File: src/rtl/muldiv_unit.sv
// ============================================================================
// Module      : muldiv_unit
// Description : Iterative multiply/divide unit with HI/LO result registers.
//               Executes MULTU/MULT (shift-add) and DIVU/DIV (restoring
//               division) one bit per clock over WIDTH cycles, then writes
//               the results into HI/LO.
//               MTHI/MTLO style writes are accepted while idle.
// Ports       : clk          rising-edge clock
//               rst_n        asynchronous active-low reset
//               start        launch op (accepted only when busy==0)
//               op           00 MULTU, 01 MULT, 10 DIVU, 11 DIV
//               a, b         operands, sampled with start
//               hi_we/lo_we  write HI/LO from wdata (idle, no start)
//               wdata        HI/LO write data
//               busy         operation in progress
//               done         one-cycle pulse, hi/lo hold fresh results
//               div_by_zero  one-cycle pulse with done for divide by zero
//               hi, lo       result registers
// Revision    : 1.0  initial release
// ============================================================================
`default_nettype none

module muldiv_unit #(
    parameter int WIDTH = 32
) (
    input  logic             clk,
    input  logic             rst_n,
    input  logic             start,
    input  logic [1:0]       op,
    input  logic [WIDTH-1:0] a,
    input  logic [WIDTH-1:0] b,
    input  logic             hi_we,
    input  logic             lo_we,
    input  logic [WIDTH-1:0] wdata,
    output logic             busy,
    output logic             done,
    output logic             div_by_zero,
    output logic [WIDTH-1:0] hi,
    output logic [WIDTH-1:0] lo
);

    localparam int             CW   = $clog2(WIDTH);
    localparam logic [CW-1:0]  LAST = CW'(WIDTH - 1);

    typedef enum logic [1:0] {
        IDLE   = 2'd0,
        RUN    = 2'd1,
        FINISH = 2'd2
    } state_t;

    state_t state, state_next;

    // Latched operation context
    logic             is_div;       // op[1] captured at start
    logic             neg_res;      // product / quotient must be negated
    logic             neg_rem;      // remainder must be negated (dividend sign)
    logic [WIDTH-1:0] a_raw;        // raw dividend, returned in HI on divide by zero
    logic [WIDTH-1:0] opb;          // multiplicand magnitude or divisor magnitude
    logic [WIDTH-1:0] acc;          // product high half / partial remainder
    logic [WIDTH-1:0] qreg;         // multiplier being consumed / quotient being built
    logic [CW-1:0]    cnt;

    // Operand magnitudes at start: signed ops use op[0]
    logic             a_neg, b_neg;
    logic [WIDTH-1:0] a_mag, b_mag;

    assign a_neg = op[0] & a[WIDTH-1];
    assign b_neg = op[0] & b[WIDTH-1];
    assign a_mag = a_neg ? (~a + 1'b1) : a;
    assign b_mag = b_neg ? (~b + 1'b1) : b;

    // Shift-add step: add multiplicand when the current multiplier LSB is set,
    // then shift {carry, acc, qreg} right by one.
    logic [WIDTH:0]   mul_sum;
    assign mul_sum = {1'b0, acc} + (qreg[0] ? {1'b0, opb} : {(WIDTH+1){1'b0}});

    // Restoring divide step: shift next dividend bit into the partial
    // remainder and subtract the divisor; a borrow (diff MSB) means restore.
    logic [WIDTH:0]   div_part;
    logic [WIDTH:0]   div_diff;
    assign div_part = {acc, qreg[WIDTH-1]};
    assign div_diff = div_part - {1'b0, opb};

    logic [WIDTH-1:0] acc_next, qreg_next;
    always_comb begin
        acc_next  = acc;
        qreg_next = qreg;
        if (is_div) begin
            if (!div_diff[WIDTH]) begin
                acc_next  = div_diff[WIDTH-1:0];
                qreg_next = {qreg[WIDTH-2:0], 1'b1};
            end else begin
                acc_next  = div_part[WIDTH-1:0];
                qreg_next = {qreg[WIDTH-2:0], 1'b0};
            end
        end else begin
            acc_next  = mul_sum[WIDTH:1];
            qreg_next = {mul_sum[0], qreg[WIDTH-1:1]};
        end
    end

    // Sign fix-up of the final magnitudes
    logic [2*WIDTH-1:0] prod_mag, prod_fix;
    logic [WIDTH-1:0]   hi_res, lo_res;
    logic               dbz_res;

    assign prod_mag = {acc, qreg};
    assign prod_fix = neg_res ? (~prod_mag + 1'b1) : prod_mag;

    always_comb begin
        hi_res  = prod_fix[2*WIDTH-1:WIDTH];
        lo_res  = prod_fix[WIDTH-1:0];
        dbz_res = 1'b0;
        if (is_div) begin
            if (opb == '0) begin
                hi_res  = a_raw;
                lo_res  = '1;
                dbz_res = 1'b1;
            end else begin
                // MIN / -1 wraps naturally to MIN with remainder 0
                lo_res = neg_res ? (~qreg + 1'b1) : qreg;
                hi_res = neg_rem ? (~acc + 1'b1) : acc;
            end
        end
    end

    // FSM state register
    always_ff @(posedge clk or negedge rst_n) begin
        if (!rst_n) begin
            state <= IDLE;
        end else begin
            state <= state_next;
        end
    end

    // FSM next-state logic
    always_comb begin
        state_next = state;
        case (state)
            IDLE:    if (start) state_next = RUN;
            RUN:     if (cnt == LAST) state_next = FINISH;
            FINISH:  state_next = IDLE;
            default: state_next = IDLE;
        endcase
    end

    assign busy = (state != IDLE);

    // Datapath and result registers
    always_ff @(posedge clk or negedge rst_n) begin
        if (!rst_n) begin
            is_div      <= 1'b0;
            neg_res     <= 1'b0;
            neg_rem     <= 1'b0;
            a_raw       <= '0;
            opb         <= '0;
            acc         <= '0;
            qreg        <= '0;
            cnt         <= '0;
            hi          <= '0;
            lo          <= '0;
            done        <= 1'b0;
            div_by_zero <= 1'b0;
        end else begin
            done        <= 1'b0;
            div_by_zero <= 1'b0;
            case (state)
                IDLE: begin
                    if (start) begin
                        is_div  <= op[1];
                        neg_res <= a_neg ^ b_neg;
                        neg_rem <= a_neg;
                        a_raw   <= a;
                        acc     <= '0;
                        cnt     <= '0;
                        if (op[1]) begin
                            qreg <= a_mag;   // dividend bits shift out MSB-first
                            opb  <= b_mag;
                        end else begin
                            qreg <= b_mag;   // multiplier bits consumed LSB-first
                            opb  <= a_mag;
                        end
                    end else begin
                        if (hi_we) hi <= wdata;
                        if (lo_we) lo <= wdata;
                    end
                end
                RUN: begin
                    cnt  <= cnt + 1'b1;
                    acc  <= acc_next;
                    qreg <= qreg_next;
                end
                FINISH: begin
                    hi          <= hi_res;
                    lo          <= lo_res;
                    done        <= 1'b1;
                    div_by_zero <= dbz_res;
                end
                default: ;
            endcase
        end
    end

endmodule

`default_nettype wire
File: config.mk
export PLATFORM = sky130hd
export DESIGN_NAME = muldiv_unit
export DESIGN_NICKNAME = d
export VERILOG_FILES = /design/src/rtl/muldiv_unit.sv
export SDC_FILE = /design/constraint.sdc
export NUM_CORES = 1
export LEC_CHECK = 0
export CORE_MARGIN = 4
export CORE_UTILIZATION = 55
export CTS_BUF_LIST = sky130_fd_sc_hd__clkbuf_4 sky130_fd_sc_hd__clkbuf_8
export CTS_CLUSTER_SIZE = 16
export DETAILED_ROUTE_END_ITERATION = 8
export DONT_BUFFER_PORTS = 1
export PLACE_DENSITY = 0.7
export REMOVE_ABC_BUFFERS = 1
export SLEW_MARGIN = 20
export SYNTH_ARGS = -nofsm -noshare
export SYNTH_HDL_FRONTEND = slang
export SYNTH_SLANG_ARGS = --single-unit
File: constraint.sdc
create_clock -name clk -period 4.6 [get_ports clk]
set_clock_uncertainty 0.2 [all_clocks]
set_input_delay 1.15 -clock clk [delete_from_list [all_inputs] [get_ports clk]]
set_output_delay 1.15 -clock clk [all_outputs]
set_load 0.03 [all_outputs]
==> results.cfg, run 1 <==
[grt]
gr-total-overflow = 0
track_usage_pct = 35.7
grtUsageMet1_pct = 49.3
grt_pass1_vias = 16700
antenna_found_initial = 0
grt_pass1_wl_mm = 95.8
use_met3_pct = 6.83
grt_max_degree = 205
top_usage_layer = met2
met2_usage_pct = 56.2

[detailed_routing]
num_vias = 17600
wire_per_inst_um = 23.7
drtAntennaViolNets = 0
route.detailed.drc = 0
dr.first_iter.drc_count = 2181
dr.pass1.iters = 6
drt-vias-per-instance = 6.71
routed_wirelength_mm = 62.1

[cts]
clk_pin_slew_worst_paths_ns = 0.06
cts_made_buffers = 38
cts_max_level = 2
cts.repair.resized = 0
cts_setup_buffers = 0
root_buffer = clkbuf_8
insertion_delay_ns = 0.56
cts_buffer_depth = 3
clkSinkCount = 204
ctsHoldBuffers = 0
cts_tree = built

[setup_path]
r2r_cells = 12
r2r_slack_ns = 0.66
critPathCapture = hi[22]$_DFFE_PN0P_
rr_endpoint = hi[22]$_DFFE_PN0P_
end_kind = flip-flop
r2r-start = acc[1]$_DFFE_PN0P_
path_max_fanout = 8
setup.worst_path.start = acc[1]$_DFFE_PN0P_
worstPathArrival_ns = 4.15
crit_required_ns = 4.82
cp-start-kind = flip-flop
path_class = flip-flop to flip-flop

[placed_design]
io_buffer_count = 0
dp_hpwl_mm = 46.4
place_ws_ns = 0.542
gp_congestion = 1.04
dpl_cell_area_um2 = 17500

[timing]
fmax_ghz = 0.254
relSlewSlack_pct = 32.7
finalHoldViolations = 0
fin_crit_sh_pct = 85.6
finalCriticalPeriod_ns = 3.94
finalSetupViolations = 0
drv_slew = 0
whs_ns = 0.0862
rsz0062_at_grt = no
finalWorstSetupSlack_ns = 0.664
worst_pin_slew_ns = 1.01

[layout]
fin_area_um2 = 18200
syn2layout_area_growth_pct = 6.82
nNetsFinal = 2376
drive_gt1_share_pct = 7.24
fillers = 2900
finalCoreUtilization_pct = 59.6

[run]
cap_violations = 0

[power]
p_comb_share_pct = 58.5
power.density_nw_per_um2 = 816
power.internal_mw = 7.07
leakagePower_nw = 7.75
p_sw_share_pct = 52.5
total_power_mw = 14.9
p_seq_share_pct = 29.2
irDropWorstVdd_uv = 365
switchingPower_mw = 7.81
pwr-share-clk_pct = 12.4

[synth]
ys_warn_count = 0
ys_ff_latch = 204
synth_ff_type = dfrtp_1
synth_edf_count = 0
netlist_area_um2 = 17100
synthCells = 2251
syn_area_per_cell_um2 = 7.58
postSynth.asyncResetShare_pct = 100
yosysSeqAreaShare_pct = 29.9
synth.distinct_cells = 85

[worst_hold_path]
hold_class = input port to asynchronous set/reset pin

[die]
core_region_area_um2 = 30600
std_cell_rows = 64
die_height_um = 184
io_pins = 170
initial_utilization_pct = 55.8
design.die.area_um2 = 33900
die_x_um = 184

[run_status]
status = finished clean
==> final cells by class <==
class / count / area (um^2) / share of cell area (%)
Sequential cell: 204 / 5110 / 28.0
Tap cell: 396 / 495 / 2.72
Inverter: 78 / 293 / 1.61
Clock buffer: 54 / 718 / 3.94
Timing Repair Buffer: 59 / 443 / 2.43
Multi-Input combinational cell: 1820 / 11100 / 61.0
Antenna cell: 1 / 2.50 / 0.0137
Clock inverter: 8 / 47.5 / 0.261
==> Yosys cell counts (4+ instances only) <==
cell / number / share of area, %
buf_1: 16 / 0.35
nor4_1: 25 / 0.92
nand2_1: 343 / 7.5
xnor2_1: 94 / 4.8
ha_1: 70 / 5.1
nor2_1: 188 / 4.1
and2_1: 12 / 0.44
a21oi_1: 206 / 6.0
nand4_1: 22 / 0.81
o21a_1: 14 / 0.62
o31ai_1: 27 / 1.2
inv_1: 75 / 1.7
nand3_1: 37 / 1.1
o211ai_1: 34 / 1.5
or3_1: 13 / 0.48
nand2b_1: 9 / 0.33
mux2_2: 4 / 0.26
o21ai_0: 204 / 6.0
o22ai_1: 50 / 1.8
o221ai_1: 10 / 0.51
nand3b_1: 8 / 0.35
a221o_1: 8 / 0.47
a211oi_1: 49 / 2.2
dfrtp_1: 204 / 30
o21ai_1: 6 / 0.18
mux2i_1: 47 / 2.8
nor2b_1: 12 / 0.44
a2111oi_0: 4 / 0.21
a31oi_1: 25 / 0.92
xor2_1: 72 / 3.7
nor3_1: 55 / 1.6
a221oi_1: 15 / 0.77
or2_2: 10 / 0.37
nor2_2: 4 / 0.15
and3_1: 10 / 0.37
buf_2: 6 / 0.18
o41ai_1: 9 / 0.46
a21o_1: 31 / 1.4
a211o_1: 5 / 0.26
a22oi_1: 11 / 0.48
or4_1: 16 / 0.70
clkbuf_1: 126 / 2.8
o21bai_1: 6 / 0.26
==> state kept, by name (all words and copies together), names as in the netlist <==
signal / flops
a_raw: 32
acc: 32
cnt: 5
div_by_zero: 1
done: 1
hi: 32
is_div: 1
lo: 32
neg_rem: 1
neg_res: 1
opb: 32
qreg: 32
state: 2
==> power groups by stage <==
stage | sequential [mW] | clock [mW] | combinational, mW
detailed placement | 4.33 | 0 | 8.46
CTS | 4.31 | 1.85 | 8.51
global placement | 4.32 | 0 | 8.32
global route | 4.43 | 1.94 | 9.59
floorplan | 4.07 | 0 | 6.13
finish | 4.34 | 1.84 | 8.70
==> worst min-delay path by stage <==
stage                                  to  cells past startpoint  slack [ns]                   from
floorplan            a_raw[9]$_DFFE_PN0P_                      2        0.24   a_raw[9]$_DFFE_PN0P_
global placement    a_raw[24]$_DFFE_PN0P_                      2        0.26  a_raw[24]$_DFFE_PN0P_
detailed placement  a_raw[16]$_DFFE_PN0P_                      2        0.26  a_raw[16]$_DFFE_PN0P_
CTS                 a_raw[24]$_DFFE_PN0P_                      0        0.07                  rst_n
global route           lo[27]$_DFFE_PN0P_                      0        0.07                  rst_n
finish                 lo[27]$_DFFE_PN0P_                      0        0.09                  rst_n
==> critical path: stages, from the launching register on <==
cell and delay [ns]:
dfrtp_1 0.51, inv_1 0.19, ha_1 0.28, nor3b_1 0.22, buf_4 0.18, and3_1 0.30, nand3_2 0.21, or3_1 0.46
o21ai_1 0.20, a211oi_1 0.09, a2111oi_0 0.68, buf_4 0.22, o31ai_1 0.06
==> layout by cell type (no fill, tap or decap), types with 16 or more instances in the layout <==
| master | Yosys | final |
|---|---|---|
| or4_1 | 16 | 16 |
| xnor2_1 | 94 | 94 |
| o31ai_1 | 27 | 27 |
| ha_1 | 70 | 70 |
| o21ai_0 | 204 | 204 |
| a21o_1 | 31 | 31 |
| nand4_1 | 22 | 22 |
| nand2_1 | 343 | 343 |
| o22ai_1 | 50 | 50 |
| xor2_1 | 72 | 72 |
| nor3_1 | 55 | 55 |
| clkbuf_8 | 0 | 50 |
| buf_4 | 1 | 59 |
| a21oi_1 | 206 | 206 |
| inv_1 | 75 | 75 |
| nor2_1 | 188 | 184 |
| nor4_1 | 25 | 25 |
| nand3_1 | 37 | 37 |
| o211ai_1 | 34 | 34 |
| a31oi_1 | 25 | 25 |
| dfrtp_1 | 204 | 202 |
| a211oi_1 | 49 | 49 |
| mux2i_1 | 47 | 47 |
==> kinds of logic (layout without fill, tap and decap cells) <==
| group | after synthesis | in the layout | synth area share [%] |
|---|---|---|---|
| AND/OR/NAND/NOR | 783 | 783 | 20.9 |
| buffers and inverters | 227 | 199 | 5.06 |
| adder cells (fa/ha/maj) | 72 | 72 | 5.37 |
| flip-flops | 204 | 204 | 29.9 |
| other | 0 | 1 | 0 |
| multiplexers | 51 | 51 | 3.02 |
| XOR/XNOR | 166 | 166 | 8.52 |
| AO/OA/AOI/OAI | 748 | 748 | 27.2 |
==> layer usage <==
| layer | wire length (um) | share of wire (%) |
|---|---|---|
| met3 | 6500 | 10 |
| met1 | 25400 | 41 |
| met4 | 2490 | 4.0 |
| met5 | 0 | 0 |
| met2 | 27800 | 45 |
==> stage by stage <==
stage | setup TNS (ns) | cells
floorplan | -15.57 | 2102
global placement | 0 | 2557
detailed placement | 0 | 2557
CTS | 0 | 2619
global route | 0 | 2619
finish | 0 | 2620
Power figures use the tool's default switching activity.
==> run 2: changes to the inputs <==
--- a/config.mk
+++ b/config.mk
@@ -5,13 +5,13 @@
 export SDC_FILE = /design/constraint.sdc
 export NUM_CORES = 1
 export LEC_CHECK = 0
+export BUFFER_PORTS_ARGS = -buffer_cell sky130_fd_sc_hd__buf_2
 export CORE_MARGIN = 4
 export CORE_UTILIZATION = 55
 export CTS_BUF_LIST = sky130_fd_sc_hd__clkbuf_4 sky130_fd_sc_hd__clkbuf_8
 export CTS_CLUSTER_SIZE = 16
 export DETAILED_ROUTE_END_ITERATION = 8
-export DONT_BUFFER_PORTS = 1
-export PLACE_DENSITY = 0.7
+export PLACE_DENSITY = 0.75
 export REMOVE_ABC_BUFFERS = 1
 export SLEW_MARGIN = 20
 export SYNTH_ARGS = -nofsm -noshare
==> constraint.sdc (replaced) <==
create_clock -name clk -period 4.6 [get_ports clk]
set_clock_uncertainty 0.2 [all_clocks]
set_input_delay 1.15 -clock clk [delete_from_list [all_inputs] [get_ports clk]]
set_output_delay 1.15 -clock clk [all_outputs]
set_load 0.01 [all_outputs]
==> run 2 against run 1 <==
Net effect: the run now ends with design-rule violations left; sequential share of layout area shrank 1.5 points; wire length increased by 4.4%; via count grew 4.4%; critical path depth is the same; sequential cell count unchanged; worst setup slack got worse by 0.053 ns; hold slack improved by 0.19 ns; highest routed layer is now met5.
==> results.cfg, run 2 (synthesized netlist as in run 1, its figures left out) <==
[detailed_routing]
routed_wirelength_mm = 64.8
route.detailed.drc = 5
dr.first_iter.drc_count = 2140
dr.pass1.iters = 9
drt-vias-per-instance = 6.55
drtAntennaViolNets = 0
num_vias = 18400
wire_per_inst_um = 23.1

[timing]
finalSetupViolations = 0
whs_ns = 0.272
rsz0062_at_grt = no
finalCriticalPeriod_ns = 3.99
fin_crit_sh_pct = 86.7
finalHoldViolations = 0
drv_slew = 0
fmax_ghz = 0.251
worst_pin_slew_ns = 1.07
relSlewSlack_pct = 28.3

[cts]
root_buffer = clkbuf_8
cts_buffer_depth = 3
ctsHoldBuffers = 0
clkSinkCount = 204
clk_pin_slew_worst_paths_ns = 0.07
cts_made_buffers = 39
insertion_delay_ns = 0.57
cts_max_level = 2
cts.repair.resized = 0
cts_tree = built
cts_setup_buffers = 0

[grt]
track_usage_pct = 37.5
grt_pass1_wl_mm = 99.9
grt_pass1_vias = 17300
antenna_found_initial = 2
gr-total-overflow = 0
grt_max_degree = 88

[layout]
finalCoreUtilization_pct = 62.9
syn2layout_area_growth_pct = 12.7
ff_latch_area_um2 = 5110
drive_gt1_share_pct = 14.3
multiInputGateArea_um2 = 11100
layout_commonest_cell = nand2_1
mostFrequentLayoutCells = 343 x nand2_1, 206 x a21oi_1, 204 x o21ai_0, 202 x dfrtp_1, 183 x nor2_1
fillers = 2826
fin_area_um2 = 19200
nNetsFinal = 2555

[setup_path]
worstPathArrival_ns = 4.25
r2r_slack_ns = 0.61
r2r_cells = 12
end_kind = flip-flop
path_max_fanout = 12
setup.worst_path.start = qreg[0]$_DFFE_PN0P_
path_class = flip-flop to flip-flop
crit_required_ns = 4.87
critPathCapture = acc[29]$_DFFE_PN0P_
cp-start-kind = flip-flop
rr_endpoint = acc[29]$_DFFE_PN0P_
r2r-start = qreg[0]$_DFFE_PN0P_

[die]
io_pins = 170
core_region_area_um2 = 30600
die_x_um = 184
initial_utilization_pct = 55.8
std_cell_rows = 64
die_height_um = 184
design.die.area_um2 = 33900

[placed_design]
io_buffer_count = 169
dpl_cell_area_um2 = 18400
gp_congestion = 0.988
dp_hpwl_mm = 49.3

[power]
leakagePower_nw = 8.50
total_power_mw = 15.1
irDropWorstVdd_uv = 447
power.density_nw_per_um2 = 786

[worst_hold_path]
hold_class = flip-flop to flip-flop

[run_status]
status = complete, but fails checks
violations = design-rule violations

[run]
cap_violations = 0
-- run 2: changes by cell type in the layout (fill, tap and decap cells not counted), moves of 2 or more --
cell        delta
clkinv_2       +2
clkinvlp_4     +3
clkbuf_4       +2
inv_6          -2
buf_4          +6
buf_12         +4
buf_2        +167
-- run 2: worst max-delay path: stages, from the launching register on --
cell and delay [ns]:
dfrtp_1 0.38, inv_1 0.40, nor2_1 0.11, ha_1 0.33, nor2b_1 0.19, o31a_1 0.27
o41ai_1 0.62, a21oi_1 0.20, o21ai_0 0.34, o2bb2ai_1 0.26, a31oi_1 0.16, xnor2_1 0.15
a221oi_1 0.29
-- run 2: layer usage --
metal  part of all wire (%)  up-vias  wire length, um  GRT usage (%)
met4                    3.7        2             2370           11.8
li1                       -     8414                -              -
met1                     44     8821            28200           53.6
met5                  0.012        -                8              0
met3                    8.5      172             5500           5.98
met2                     44      942            28700           58.5
-- run 2: final cells by class --
class / instances / area share [%]
inverter: 78 / 1.52
clock buffer: 56 / 3.81
tap: 396 / 2.58
sequential: 204 / 26.6
antenna: 1 / 0.0130
multi-input combinational: 1820 / 57.8
timing repair buffer: 237 / 7.37
clock inverter: 11 / 0.325
-- run 2: worst min-delay path by stage --
stage	from	endpoint	slack, ns	cells after the start
2_1_floorplan	a_raw[9]$_DFFE_PN0P_	a_raw[9]$_DFFE_PN0P_	0.24	2
3_3_place_gp	a_raw[18]$_DFFE_PN0P_	a_raw[18]$_DFFE_PN0P_	0.25	2
3_5_place_dp	a_raw[18]$_DFFE_PN0P_	a_raw[18]$_DFFE_PN0P_	0.26	2
4_1_cts	lo[15]$_DFFE_PN0P_	lo[15]$_DFFE_PN0P_	0.27	1
5_1_grt	a_raw[5]$_DFFE_PN0P_	a_raw[5]$_DFFE_PN0P_	0.30	2
6_report	lo[31]$_DFFE_PN0P_	lo[31]$_DFFE_PN0P_	0.27	2
-- run 2: where the power goes --
part | internal, mW | switching (mW) | total, mW
clock | 1.02 | 0.855 | 1.88
combinational | 3.70 | 5.77 | 9.47
sequential | 2.67 | 1.10 | 3.77
-- run 2: metrics by stage --
step,setup slack (ns),cells,setup TNS (ns)
after floorplan,-0.730,2102,-15.51
after global placement,0.495,2735,0
after detailed placement,0.442,2735,0
after CTS,0.784,2802,0
after global routing,0.428,2803,0
final,0.611,2803,0
